File: src/rtl/calc_input_sequencer.sv
// Input sequencer for the 4-bit ALU calculator: collects A, B and the
// operation from switches on successive enter pulses, drives them to the
// ALU, waits a fixed settle time, then captures and holds the result.

package calc_input_sequencer_pkg;

  typedef enum logic [2:0] {
    GET_A  = 3'd0,
    GET_B  = 3'd1,
    GET_OP = 3'd2,
    EXEC   = 3'd3,
    SHOW   = 3'd4
  } state_e;

endpackage

module calc_input_sequencer
  import calc_input_sequencer_pkg::*;
#(
  parameter int unsigned WIDTH          = 4,
  parameter int unsigned RESULT_LATENCY = 1
) (
  input  logic             clk,
  input  logic             rst_n,
  input  logic [WIDTH-1:0] sw,
  input  logic             op_type,
  input  logic [1:0]       op_sel,
  input  logic             enter,
  input  logic             clear,
  output logic [WIDTH-1:0] alu_a,
  output logic [WIDTH-1:0] alu_b,
  output logic             alu_type,
  output logic [1:0]       alu_select,
  input  logic [WIDTH-1:0] alu_result,
  input  logic             alu_overflow,
  output logic [WIDTH-1:0] result_q,
  output logic             ovf_q,
  output logic             done,
  output logic             busy,
  output logic [2:0]       state_o
);

  // Count value seen during the final EXEC cycle; capture happens on the
  // edge that ends it.
  localparam logic [3:0] LAST_CNT = 4'(RESULT_LATENCY - 1);

  state_e           state_q,      state_d;
  logic [WIDTH-1:0] alu_a_q,      alu_a_d;
  logic [WIDTH-1:0] alu_b_q,      alu_b_d;
  logic             alu_type_q,   alu_type_d;
  logic [1:0]       alu_select_q, alu_select_d;
  logic [WIDTH-1:0] result_d;
  logic             ovf_d;
  logic             done_q,       done_d;
  logic [3:0]       cnt_q,        cnt_d;

  // Next-state and register-update logic; clear overrides every state.
  always_comb begin
    state_d      = state_q;
    alu_a_d      = alu_a_q;
    alu_b_d      = alu_b_q;
    alu_type_d   = alu_type_q;
    alu_select_d = alu_select_q;
    result_d     = result_q;
    ovf_d        = ovf_q;
    cnt_d        = cnt_q;
    done_d       = 1'b0;

    if (clear) begin
      state_d      = GET_A;
      alu_a_d      = '0;
      alu_b_d      = '0;
      alu_type_d   = 1'b0;
      alu_select_d = '0;
      result_d     = '0;
      ovf_d        = 1'b0;
      cnt_d        = '0;
    end else begin
      case (state_q)
        GET_A: begin
          if (enter) begin
            alu_a_d = sw;
            state_d = GET_B;
          end
        end
        GET_B: begin
          if (enter) begin
            alu_b_d = sw;
            state_d = GET_OP;
          end
        end
        GET_OP: begin
          if (enter) begin
            alu_type_d   = op_type;
            alu_select_d = op_sel;
            cnt_d        = '0;
            state_d      = EXEC;
          end
        end
        EXEC: begin
          cnt_d = cnt_q + 4'd1;
          if (cnt_q == LAST_CNT) begin
            result_d = alu_result;
            ovf_d    = alu_overflow;
            done_d   = 1'b1;
            state_d  = SHOW;
          end
        end
        SHOW: begin
          // Chaining: the held result becomes operand A, switches ignored.
          if (enter) begin
            alu_a_d = result_q;
            state_d = GET_B;
          end
        end
        default: state_d = GET_A;
      endcase
    end
  end

  // State and output registers with asynchronous active-low reset.
  always_ff @(posedge clk or negedge rst_n) begin
    if (!rst_n) begin
      state_q      <= GET_A;
      alu_a_q      <= '0;
      alu_b_q      <= '0;
      alu_type_q   <= 1'b0;
      alu_select_q <= '0;
      result_q     <= '0;
      ovf_q        <= 1'b0;
      done_q       <= 1'b0;
      cnt_q        <= '0;
    end else begin
      state_q      <= state_d;
      alu_a_q      <= alu_a_d;
      alu_b_q      <= alu_b_d;
      alu_type_q   <= alu_type_d;
      alu_select_q <= alu_select_d;
      result_q     <= result_d;
      ovf_q        <= ovf_d;
      done_q       <= done_d;
      cnt_q        <= cnt_d;
    end
  end

  assign alu_a      = alu_a_q;
  assign alu_b      = alu_b_q;
  assign alu_type   = alu_type_q;
  assign alu_select = alu_select_q;
  assign done       = done_q;
  assign busy       = (state_q == EXEC);
  assign state_o    = state_q;

endmodule

File: config.mk
export PLATFORM = sky130hd
export DESIGN_NAME = calc_input_sequencer
export DESIGN_NICKNAME = d
export VERILOG_FILES = /design/src/rtl/calc_input_sequencer.sv
export SDC_FILE = /design/constraint.sdc
export NUM_CORES = 1
export LEC_CHECK = 0
export CORE_ASPECT_RATIO = 1.5
export CORE_MARGIN = 2
export CORE_UTILIZATION = 42
export CTS_CLUSTER_SIZE = 20
export DETAILED_ROUTE_END_ITERATION = 6
export PLACE_DENSITY = 0.68
export SYNTH_ARGS = -nofsm -noshare
export SYNTH_HDL_FRONTEND = slang
export SYNTH_SLANG_ARGS = --single-unit
File: constraint.sdc
create_clock -name clk -period 2.94 [get_ports clk]
set_input_delay 0.294 -clock clk [delete_from_list [all_inputs] [get_ports clk]]
set_output_delay 0.294 -clock clk [all_outputs]
set_load 0.01 [all_outputs]
==> metrics.md, run 1 <==
| Metric | Value |
|---|---|
| Synth Area in Compound Gates | `0.0927` |
| Router iterations before antenna repair | `4` |
| CTS resizes | `0` |
| Largest family of logic cells by synthesized area | `simple AND/OR/NAND/NOR gates` |
| Fillcell total | `258` |
| Mux contribution to synthesized area | `0.128` |
| Hold-fix buffers at CTS | `0` |
| Number of global-route vias before repair | `1,021` |
| CP Depth | `2` |
| Slowest cell on the critical path | `dfrtp_1` |
| TNS Setup | `0 ns` |
| Starting Density | `0.435` |
| Final min period | `2.07 ns` |
| Max Buffers Root-to-Sink | `2` |
| XOR/XNOR Fraction of Synth Area | `0` |
| CTS tree | `yes` |
| Pwr Density | `405 mW/mm^2` |
| Via count | `976` |
| Worst IR Drop VDD | `0.270 mV` |
| Maximum clock rate | `482 MHz` |
| Final setup viols | `0` |
| DP Wirelength | `2130 microns` |
| Hold Slack | `0.380 ns` |
| Congestion Overflow GR | `0` |
| Placer Congestion | `0.821` |
| Drt total wl | `2800 microns` |
| TritonCTS Buffers | `3` |
| First-pass GRT wire length | `4560 microns` |
| CP max stage delay | `0.64 ns` |
| Number of antenna diodes | `0` |
| CP required | `2.65 ns` |
| Setup crit start kind | `register` |
| CP delay by family, top | `flip-flops` |
| Average size of a mapped cell | `10.8 sq um` |
| Crit path cell chain | `and3b_1 > clkdlybuf4s50_1` |
| Synthesized instance count | `116` |
| Num rows | `24` |
| Die ar. | `0.00345 sq mm` |
| Simple-gate portion of the synthesized area | `0.211` |
| Initial antenna violation count | `0` |
| Most frequent cells in the layout | `clkdlybuf4s50_1, dfrtp_1, mux2i_1` |
| P&R area growth vs syn | `32.9%` |
| Register-to-register setup slack | `1.25 ns` |
| Pin count of the biggest net entering global routing | `25` |
| Finished Core Util | `0.579` |
| Die Wd | `48.6 microns` |
| Final slew viol count | `0` |
| Number of port buffers | `36` |
| Die height | `70.9 microns` |
| Synth warn | `0` |
| WP data arrival | `1.78 ns` |
| Worst-Skew Late Latency | `0.26 ns` |
| Critical path peak fanout | `13` |
| CTS Root Cell | `clkbuf_8` |
| Gr usage total | `0.169` |
| Core area | `0.00288 sq mm` |
| Seq/Total Area, Yosys | `0.479` |
| Clk slew on worst S/H paths | `0.08 ns` |
| Detail Route Antenna Nets | `0` |
| Max Cap Violations | `0` |
| Clk sinks | `24` |
| Max-slew headroom | `0.690` |
| Cell variety after synth | `32` |
| Yosys reg bits | `24` |
| Synth Area in Adders | `0.0199` |
| I/O pin count | `37` |
| Final Hold Viols | `0` |
| Buf/Inv on CP | `1` |
| RSZ-0062 raised after global routing | `false` |
| Syn nets | `134` |
| Wire per inst | `14.9 microns` |
| DR iter-0 viols | `27` |
| Hold WC Path Type | `input pin to async pin` |
| FF-to-FF path depth | `3` |
| Status | `completed` |
| Leading cell type in the layout, fill and taps excluded | `clkdlybuf4s50_1` |
| Postcts setup bufs | `0` |
| Netlist area before placement | `0.00125 sq mm` |
| Leakage | `0.657 nW` |
| Final #Nets | `168` |
| Share of cells above drive strength 1 | `0.0805` |
| Critical path endpoint category | `output pin` |
| H-tree levels | `1` |
| Residual DRC | `0` |
| Via/cell ratio | `5.19` |
| Final period util | `0.705` |
| Worst Skew | `0.00526 ns` |
| CP Class | `register to output pin` |
| Worst slew pin tran | `0.465 ns` |
logic make-up after synthesis:
group                      count (synthesis)
and+or+nand+nor                           43
DFF                                       24
AOI/OAI and AO/OA                         17
muxes                                     16
buffers and inverters                     14
adders and majority gates                  2
metrics by stage:
| stage | cells | setup WS [ns] | power, mW | cell area [sq um] |
|---|---|---|---|---|
| 3_5_place_dp | 184 | 1.09 | 0.465 | 1610 |
| 4_1_cts | 188 | 0.845 | 0.687 | 1670 |
| 6_report | 188 | 0.867 | 0.676 | 1670 |
| 5_1_grt | 188 | 0.780 | 0.711 | 1670 |
| 3_3_place_gp | 184 | 1.15 | 0.463 | 1610 |
| 2_1_floorplan | 116 | 1.54 | 0.409 | 1250 |
where the power goes:
| group | switching [mW] | internal (mW) | total (mW) |
|---|---|---|---|
| clock | 0.0997 | 0.119 | 0.219 |
| combinational | 0.0454 | 0.0570 | 0.102 |
| sequential | 0.0144 | 0.340 | 0.355 |
| total | 0.160 | 0.517 | 0.676 |
layout make-up:
cell class	count	area, sq um	share of cell area
clock buffers	4	55.1	0.0330
well taps	39	48.8	0.0293
flip-flops and latches	24	601	0.360
multi-input cells	78	567	0.340
inverters	5	21.3	0.0128
repair buffers	38	375	0.225
worst reg2reg max path, cell delays in order (launching register included):
cell	delay, ns
dfrtp_1	0.64
and3b_1	0.32
and3_1	0.39
mux2i_1	0.26
synth_stat cells (all sizes together):
cell type | n | share of area
dfrtp | 24 | 0.48
mux2i | 16 | 0.13
nor2 | 12 | 0.036
nand2b | 11 | 0.061
buf | 6 | 0.043
inv | 5 | 0.017
nand3 | 5 | 0.020
o21ai | 4 | 0.016
o2bb2ai | 4 | 0.028
a21oi | 3 | 0.012
clkbuf | 3 | 0.010
nand2 | 3 | 0.0090
a2111oi | 2 | 0.014
a31oi | 2 | 0.010
and4bb | 2 | 0.020
ha | 2 | 0.020
nor3 | 2 | 0.0080
a211oi | 1 | 0.0060
a31o | 1 | 0.0070
and3 | 1 | 0.0050
and3b | 1 | 0.0070
nor2b | 1 | 0.0050
nor3b | 1 | 0.015
nor4b | 1 | 0.0070
nor4bb | 1 | 0.0080
or3 | 1 | 0.0050
or4 | 1 | 0.0060
layer usage:
metal  global-route usage  share of wire
met1                0.196           0.39
met2                0.300           0.55
met3               0.0316          0.040
met4               0.0762          0.019
met5                    0              0
final timing paths:
path                          endpoint        from
max                               busy  state_o[0]
min                           cnt_q[3]       rst_n
max reg2reg                result_q[3]  state_o[0]
min reg2reg                   alu_a[1]    alu_a[1]
max in group asynchronous   state_o[0]       rst_n
min in group clk              alu_a[1]    alu_a[1]
state kept, by name, indices dropped and copies added, names as in the netlist:
name        count
result_q        4
alu_select      2
cnt_q           4
ovf_q           1
state_o         3
done            1
alu_b           4
alu_a           4
alu_type        1
(Power assumes the default switching activity.)
==> inputs of run 2 (changes only) <==
Settings changed: PLACE_DENSITY 0.68 to 0.71.
Clock period 2.94 ns to 1.8 ns, I/O delays scaled along.
==> run 2 against run 1 <==
  * Routed wire length fell by 0.29%
  * Core utilization increased by 1.1 points
  * Global-route usage barely moved
  * Critical path type unchanged
  * Critical endpoint unchanged
  * Highest routed layer unchanged
==> metrics.md, run 2 (synthesis gave the netlist of run 1 again) <==
| Metric | Value |
|---|---|
| Status | `completed` |
| Final min period | `1.71 ns` |
| Number of port buffers | `36` |
| Num rows | `24` |
| Setup crit start kind | `register` |
| Most frequent cells in the layout | `clkdlybuf4s50_1, dfrtp_1, mux2i_1` |
| Non-Filler Instances | `192` |
| H-tree levels | `1` |
| Final Hold Viols | `0` |
| Core area | `0.00288 sq mm` |
| FF-to-FF path depth | `4` |
| P&R area growth vs syn | `35.4%` |
| Slowest cell on the critical path | `clkdlybuf4s50_1` |
| Via/cell ratio | `5.20` |
| Maximum clock rate | `585 MHz` |
| Die Wd | `48.6 microns` |
| CP Class | `register to output pin` |
| Hold WC Path Type | `input pin to async pin` |
| Final slew viol count | `0` |
| Critical path endpoint category | `output pin` |
| Wire per inst | `14.5 microns` |
| Leakage | `0.678 nW` |
| CTS tree | `yes` |
| Congestion Overflow GR | `0` |
| CP max stage delay | `0.55 ns` |
| Number of global-route vias before repair | `1,004` |
| Worst IR Drop VDD | `0.498 mV` |
| I/O pin count | `37` |
| RR Startpoint | `state_o[2]` |
| Number of antenna diodes | `0` |
| Pwr Density | `660 mW/mm^2` |
| Placer Congestion | `0.783` |
| Initial antenna violation count | `0` |
| Max-slew headroom | `0.703` |
| Clk slew on worst S/H paths | `0.09 ns` |
| Hold-fix buffers at CTS | `0` |
| Starting Density | `0.435` |
| Final period util | `0.949` |
| DR iter-0 viols | `21` |
| Max Buffers Root-to-Sink | `2` |
| Hold Slack | `0.265 ns` |
| Max Cap Violations | `0` |
| DP Wirelength | `2150 microns` |
| Drt total wl | `2790 microns` |
| First-pass GRT wire length | `4550 microns` |
| Pin count of the biggest net entering global routing | `25` |
| Final setup viols | `0` |
| RSZ-0062 raised after global routing | `false` |
| CTS Root Cell | `clkbuf_8` |
| Final #Nets | `172` |
| Dpl cells | `188` |
| Crit path cell chain | `and3b_2 > clkdlybuf4s50_1` |
| Router iterations before antenna repair | `6` |
| Gr usage total | `0.169` |
| TNS Setup | `0 ns` |
| CP required | `1.62 ns` |
| Die ar. | `0.00345 sq mm` |
| Leading cell type in the layout, fill and taps excluded | `clkdlybuf4s50_1` |
| Clk sinks | `24` |
| WP data arrival | `1.53 ns` |
| Critical path peak fanout | `5` |
| CP startpoint | `state_o[1]` |
| Residual DRC | `0` |
| Via count | `998` |
| Share of cells above drive strength 1 | `0.111` |
| Worst-Skew Late Latency | `0.27 ns` |
| Detail Route Antenna Nets | `0` |
| Worst slew pin tran | `0.444 ns` |
| Worst Skew | `0.00371 ns` |
| TritonCTS Buffers | `3` |
| Die height | `70.9 microns` |
run 2: layout make-up:
class,count,area [sq um]
Fill cell,272,1180
Sequential cell,24,601
Multi-Input combinational cell,78,568
Timing Repair Buffer,42,405
Clock buffer,4,55.1
Tap cell,39,48.8
Inverter,5,21.3
run 2: through the flow:
step	instance area (sq um)	utilization	power (mW)	setup slack (ns)
global route	1700	0.589	1.16	0.0355
detailed placement	1640	0.570	0.766	0.234
finish	1700	0.589	1.12	0.0915
floorplan	1250	-	0.667	0.402
CTS	1700	0.589	1.13	0.0425
global placement	1640	0.570	0.763	0.305
run 2: path summary, 6_finish.rpt:
check	end	slack, ns
max in group asynchronous	alu_type	1.30
setup / recovery	busy	0.09
setup reg to reg	cnt_q[3]	0.38
hold / removal	cnt_q[2]	0.27
hold reg to reg	alu_a[0]	0.50
min in group clk	result_q[3]	0.48
run 2: what timing repair did:
action / 4_1_cts / 5_1_grt
gates resized for setup: 0 / 1
endpoints found under the setup margin: 0 / 1
setup buffers: 0 / 0
run 2: metal layers:
metal	up-vias	wire, microns	track usage
met5	-	0	0
met4	0	53	0.0762
met3	6	92	0.0253
met2	25	1580	0.314
met1	486	1060	0.189
li1	481	-	-
run 2: power breakdown:
part | internal [mW] | leakage (nW) | switching (mW)
clock | 0.195 | 0.0288 | 0.172
sequential | 0.556 | 0.331 | 0.0129
combinational | 0.0995 | 0.318 | 0.0857
run 2: worst max-delay path: cells and delay by family, from the launching register on:
family | cells | cell delay, ns
buf+inv | 1 | 0.55
flops | 1 | 0.44
simple gates | 1 | 0.28
